File: src/rtl/sipo_deser_if.sv
// Serial bit stream in, word handshake out, overrun status and clear.
// The master drives the bit stream and consumes words; the deserializer is the slave.
interface sipo_deser_if #(
   parameter int WIDTH = 4
);
   logic             serial_in;
   logic             bit_valid;
   logic             frame_start;
   logic [WIDTH-1:0] word_out;
   logic             word_valid;
   logic             word_ready;
   logic             busy;
   logic             overrun;
   logic             overrun_clr;

   modport master (
      output serial_in, bit_valid, frame_start, word_ready, overrun_clr,
      input  word_out, word_valid, busy, overrun
   );

   modport slave (
      input  serial_in, bit_valid, frame_start, word_ready, overrun_clr,
      output word_out, word_valid, busy, overrun
   );
endinterface

File: src/rtl/sipo_deser.sv
// LSB-first serial-to-parallel deserializer with framed input, a one-word
// holding register on a valid/ready handshake, and a sticky overrun flag.
module sipo_deser #(
   parameter int WIDTH = 4
) (
   input  logic         clk,
   input  logic         reset,
   sipo_deser_if.slave  bus
);
   localparam int CW = $clog2(WIDTH + 1);

   typedef enum logic {IDLE, SHIFT} state_t;

   state_t           state;
   logic [CW-1:0]    cnt;
   logic [WIDTH-1:0] sh;
   logic [WIDTH-1:0] word_q;
   logic             valid_q;
   logic             busy_q;
   logic             overrun_q;

   logic [WIDTH-1:0] sh_next;
   logic             complete;
   logic             consume;

   always_comb begin
      sh_next  = {bus.serial_in, sh[WIDTH-1:1]};
      // A frame_start bit is always bit 0, so it can never complete a word.
      complete = bus.bit_valid && !bus.frame_start && (state == SHIFT) &&
                 (cnt == CW'(WIDTH - 1));
      consume  = valid_q && bus.word_ready;
   end

   always_ff @(posedge clk or posedge reset) begin
      if (reset) begin
         state     <= IDLE;
         cnt       <= '0;
         sh        <= '0;
         word_q    <= '0;
         valid_q   <= 1'b0;
         busy_q    <= 1'b0;
         overrun_q <= 1'b0;
      end else begin
         if (bus.bit_valid && bus.frame_start) begin
            sh     <= sh_next;
            cnt    <= CW'(1);
            state  <= SHIFT;
            busy_q <= 1'b1;
         end else if (bus.bit_valid && state == SHIFT) begin
            sh <= sh_next;
            if (complete) begin
               cnt    <= '0;
               state  <= IDLE;
               busy_q <= 1'b0;
            end else begin
               cnt <= cnt + CW'(1);
            end
         end

         // Clear first so that a same-edge overrun set takes priority.
         if (bus.overrun_clr)
            overrun_q <= 1'b0;

         if (complete) begin
            if (!valid_q || bus.word_ready) begin
               word_q  <= sh_next;
               valid_q <= 1'b1;
            end else begin
               overrun_q <= 1'b1;
            end
         end else if (consume) begin
            valid_q <= 1'b0;
         end
      end
   end

   assign bus.word_out   = word_q;
   assign bus.word_valid = valid_q;
   assign bus.busy       = busy_q;
   assign bus.overrun    = overrun_q;
endmodule

File: src/flat_wrapper.sv
// flat-port wrapper written by rule: the top's interface ports become plain ports
module sipo_deser_flat 
#(
   parameter int WIDTH = 4
)
  (clk, reset, bus_serial_in, bus_bit_valid, bus_frame_start, bus_word_ready, bus_overrun_clr, bus_word_out, bus_word_valid, bus_busy, bus_overrun);
  sipo_deser_if #(.WIDTH(WIDTH)) bus_i ();
  input  logic clk;
  input  logic reset;
  input wire logic [$bits(bus_i.serial_in)-1:0] bus_serial_in;
  input wire logic [$bits(bus_i.bit_valid)-1:0] bus_bit_valid;
  input wire logic [$bits(bus_i.frame_start)-1:0] bus_frame_start;
  input wire logic [$bits(bus_i.word_ready)-1:0] bus_word_ready;
  input wire logic [$bits(bus_i.overrun_clr)-1:0] bus_overrun_clr;
  output wire logic [$bits(bus_i.word_out)-1:0] bus_word_out;
  output wire logic [$bits(bus_i.word_valid)-1:0] bus_word_valid;
  output wire logic [$bits(bus_i.busy)-1:0] bus_busy;
  output wire logic [$bits(bus_i.overrun)-1:0] bus_overrun;
  assign bus_i.serial_in = bus_serial_in;
  assign bus_i.bit_valid = bus_bit_valid;
  assign bus_i.frame_start = bus_frame_start;
  assign bus_i.word_ready = bus_word_ready;
  assign bus_i.overrun_clr = bus_overrun_clr;
  assign bus_word_out = bus_i.word_out;
  assign bus_word_valid = bus_i.word_valid;
  assign bus_busy = bus_i.busy;
  assign bus_overrun = bus_i.overrun;
  sipo_deser #(.WIDTH(WIDTH)) u_core (.clk(clk), .reset(reset), .bus(bus_i));
endmodule
File: config.mk
export PLATFORM = sky130hd
export DESIGN_NAME = sipo_deser_flat
export DESIGN_NICKNAME = d
export VERILOG_FILES = /design/src/rtl/sipo_deser_if.sv /design/src/rtl/sipo_deser.sv /design/src/flat_wrapper.sv
export SDC_FILE = /design/constraint.sdc
export NUM_CORES = 1
export LEC_CHECK = 0
export CORE_AREA = 2 2 39 41
export DETAILED_ROUTE_END_ITERATION = 8
export DIE_AREA = 0 0 41 43
export GPL_TIMING_DRIVEN = 0
export HOLD_SLACK_MARGIN = 0.08
export PLACE_DENSITY_LB_ADDON = 0.1
export SETUP_SLACK_MARGIN = 0.05
export SLEW_MARGIN = 20
export SYNTH_ARGS = -nofsm -noshare
export SYNTH_HDL_FRONTEND = slang
export SYNTH_SLANG_ARGS = --single-unit
File: constraint.sdc
create_clock -name clk -period 3.2 [get_ports clk]
set_input_delay 0.8 -clock clk [delete_from_list [all_inputs] [get_ports clk]]
set_output_delay 0.8 -clock clk [all_outputs]
set_load 0.02 [all_outputs]
After elaboration in Yosys (flattened, before gate mapping):

Index checks and enable logic that the tools add are counted.

* add/subtract/negate cells: 1
* equality and inequality tests: 2
* multiplexer cells: 14
* reductions and logical operators: 15

Operator list (number)
* $mux W1: 9
* $mux W3: 3
* $mux W4: 2
* $logic_and A1 B1 Y1: 6
* $reduce_and A2 Y1: 3
* $reduce_bool A2 Y1: 3
* $add A3 B1 Y3 const B: 1
* $eq A3 B2 Y1 const B: 1
* $logic_not A1 Y1: 2
* $ne A2 B2 Y1 const B: 1
* $logic_or A1 B1 Y1: 1

* register bits: 14
* bits of input ports: 7
* output and inout port bits: 7

Longest topological paths before layout:

* depth in word-level cells: 7
* depth in mapped cells: 5
* gate-level depth less buffers: 4

Worst setup path after synthesis:

Ideal clock, no wire load.

* path kind: input-to-reg
* from: input port bus_frame_start
* to: register u_core.word_q[0], in the netlist u_core.bus.word_out[0]
* library setup time: 0.125 ns
* data arrival time: 1.580 ns
* path slack: 1.495 ns
* stages on the path: 4
* path buffers: 1
* path through: and3b_1 and3_1 buf_6 mux2_4

* word-level cells in the longest chain between the ends: 5

Ends and longest elaborated chain
* start: declaration: line flat_wrapper.sv:12 `input wire logic [$bits(bus_i.frame_start)-1:0] bus_frame_start;`
* $logic_not A1 Y1: line sipo_deser.sv:29 `complete = bus.bit_valid && !bus.frame_start && (state == SHIFT) &&`
* $logic_and A1 B1 Y1 (3 in a row): line sipo_deser.sv:29
* $reduce_and A2 Y1 (no source line)
* end signal: assignment: line sipo_deser.sv:66 `word_q <= sh_next;`
* end: declaration: line sipo_deser.sv:17 `logic [WIDTH-1:0] word_q;`

Every way passes these cells.
A chain may end at the register's enable or synchronous reset.

==> PnR_summary.wiki <==
{| class="wikitable"
! Metric !! Value
|-
| First DRT Iteration DRCs || 7
|-
| Remaining Overflow, GRT || 0
|-
| Top Ports || 14
|-
| Post-route fraction of the period consumed by the critical path || 0.683
|-
| Total setup violations reported at the end of the flow || 0
|-
| Largest delay share family, worst path || buffers and inverters
|-
| Via count || around 380
|-
| Die Span Y || 43 um
|-
| Critical-path cell list || clkdlybuf4s50_1
|-
| Post-layout min period || approximately 2.2 ns
|-
| Data arrival, critical path || roughly 1.4 ns
|-
| Gate count of the mapped netlist || 42
|-
| Clock skew after layout || between 0.002 and 0.0025 ns
|-
| First-pass GRT wire length || 1.86 mm
|-
| Class of the most critical setup path || reg2out
|-
| Setup tns final || 0 ns
|-
| Pwr per Cell Area || 784 nW/um^2
|-
| Nets in the synthesized netlist || 50
|-
| Clock-pin slew on the worst setup and hold paths || around 0.070 ns
|-
| Number of nets with antenna violations after detailed routing || 0
|-
| Max incr delay on CP || 0.65 ns
|-
| Initial Utilization || 0.416
|-
| Peak supply drop || 0.326 mV
|-
| Slowest stage cell, crit path || clkdlybuf4s50_1
|-
| Clock tree from TritonCTS || built
|-
| Detailed Routing Iterations Pass 1 || 4
|-
| Share of Yosys cell area claimed by the top area cell type || 0.565
|-
| Number of distinct library cell variants in the gate-level netlist after synthesis || 20
|-
| Via count of the first global-routing pass || about 410
|-
| Max Buffers Root-to-Sink || 2
|-
| Width of the die || between 40 and 50 um
|-
| Post-placement worst setup slack || 0.817 ns
|-
| Avg Synthesized Cell Area || 13.7 um^2
|-
| Data required time at the worst endpoint || approximately 2.4 ns
|-
| Synthesis-to-finish area growth || 30.7%
|-
| DR DRC count || 0
|-
| Cell taking the most area after synthesis || dfrtp_1
|-
| Path class of the lowest-slack min-delay path || reg2reg
|-
| Clock buffer count from CTS || 3
|-
| Routed Wire Length || around 1.1 mm
|-
| Number of setup buffers added after CTS || 0
|-
| Synth area leaders || dfrtp_1 57%, mux2_4 10%, mux2_2 5.9%
|-
| Yosys warning count || 0
|-
| #FFs+latches synth || 13
|-
| Slack of the critical path || 1.02 ns
|-
| Buf+Inv Stages, Crit Path || 1
|-
| Biggest fanout along the worst timing path || 7
|-
| Fraction of layout instances using a drive strength above 1 || 0.254
|-
| RSZ-0062 raised after global routing || false
|-
| Initial antenna violation count || 0
|-
| IO buf count || 13
|-
| Part of the Yosys area used for sequential elements || 0.565
|-
| Master cell of the clock root buffer || clkbuf_4
|-
| Pins Over Slew Limit || 0
|-
| Number of max-capacitance violations reported || 0
|-
| Wire length per cell after detailed routing || roughly 15 um
|-
| Commonest non-fill, non-tap cells in the layout || 13 x clkdlybuf4s50_1, 13 x dfrtp_1, 4 x nand2_1, 4 x mux2_4
|-
| Total clock sinks || 13
|-
| Gr usage total || 0.166
|-
| Number of instances resized during post-cts repair || 0
|-
| Post-Synthesis Cell Area || between 500 and 600 um^2
|-
| Area enclosed by the die boundary || 1760 um^2
|-
| Ratio of routed vias to standard cells || 5.11
|-
| Element type at the critical path end || output pin
|-
| Peak Freq || 458 MHz
|-
| Measured slew at the worst slew-check pin || ~0.63 ns
|-
| Leakage power of the design || ~0.35 nW
|-
| Clock latency on the worst-skew pair || about 0.27 ns
|-
| Final number of hold-violating endpoints || 0
|-
| Core Box Area || ~1400 um^2
|-
| H-tree depth || 1
|-
| Final net count || 68
|-
| Final GP Congestion || between 0.6 and 0.7
|-
| Worst slew slack as a fraction of its limit || 0.575
|-
| Antenna diode count || 0
|-
| Quantity of hold-fixing buffers added after cts || 0
|-
| Outcome || completed
|-
| Element type at the critical path start || flip-flop
|-
| Floorplan row count || 14
|-
| Pin count of the biggest net entering global routing || 14
|}
-- power breakdown --
| part | switching [W] | total, W | internal, W |
|---|---|---|---|
| clock network | 0.0000485 | 0.0000967 | 0.0000483 |
| registers | 0.0000416 | 0.000261 | 0.000219 |
| logic | 0.0000966 | 0.000232 | 0.000136 |
-- area by class of cell --
cell class | instances | area [um^2]
timing repair buffer | 13 | 130
tap | 16 | 20.0
clock buffer | 4 | 26.3
inverter | 3 | 11.3
sequential | 13 | 325
buffer | 1 | 11.3
fill | 119 | 632
multi-input combinational | 25 | 228
-- flip-flops by register name (all words and copies together), names as in the netlist --
register and count:
u_core.bus.word_out 4, u_core.cnt 3, u_core.bus.word_valid 1, u_core.bus.overrun 1, u_core.sh 3, u_core.state 1
-- worst paths after layout --
check | from | to | slack, ns | cells after the start
min in group asynchronous | reset | u_core.bus.word_out[0] | 0.84 | 2
min reg2reg | u_core.cnt[1] | u_core.cnt[1] | 0.52 | 1
max reg2reg | u_core.cnt[0] | u_core.bus.word_out[1] | 1.66 | 5
min | u_core.cnt[1] | u_core.cnt[1] | 0.52 | 1
max | u_core.state | bus_busy | 1.02 | 1
max in group asynchronous | reset | u_core.cnt[0] | 2.03 | 2
-- Yosys cell counts --
library cell and count:
dfrtp_1 13, mux2_4 4, nand2_1 4, inv_1 3, mux2_2 3, a21boi_0 1, a21o_2 1, a22o_1 1
a22o_2 1, a31o_2 1, a32o_1 1, and3_1 1, and3b_1 1, buf_6 1, ha_1 1, nand2b_1 1
nand2b_4 1, nor2b_1 1, o21ai_0 1, o22ai_1 1
-- routing by layer --
metal	vias to the layer above	share of wire	global-route usage
met5	-	0	0
met4	0	0.0071	0.0800
met3	2	0.046	0.0628
met2	12	0.54	0.266
met1	187	0.41	0.183
li1	182	-	-
-- cell families (layout without fill, tap and decap cells) --
kind of cell / count (synthesis) / count (layout) / synth area share
buffers and inverters: 4 / 21 / 0.0391
AOI/OAI and AO/OA: 8 / 8 / 0.113
muxes: 7 / 7 / 0.163
adders and majority gates: 1 / 1 / 0.0217
and+or+nand+nor: 9 / 9 / 0.0978
DFF: 13 / 13 / 0.565
-- per-stage QoR --
| step | hold WS [ns] | power (W) | area (um^2) | utilization | std cells |
|---|---|---|---|---|---|
| 2_1_floorplan | 0.470 | 0.000398 | 576 | - | 42 |
| 3_3_place_gp | 0.482 | 0.000480 | 726 | 0.524 | 71 |
| 3_5_place_dp | 0.500 | 0.000499 | 726 | 0.524 | 71 |
| 4_1_cts | 0.520 | 0.000596 | 752 | 0.543 | 75 |
| 5_1_grt | 0.537 | 0.000631 | 752 | 0.543 | 75 |
| 6_report | 0.518 | 0.000590 | 752 | 0.543 | 75 |
(Power assumes the default switching activity.)
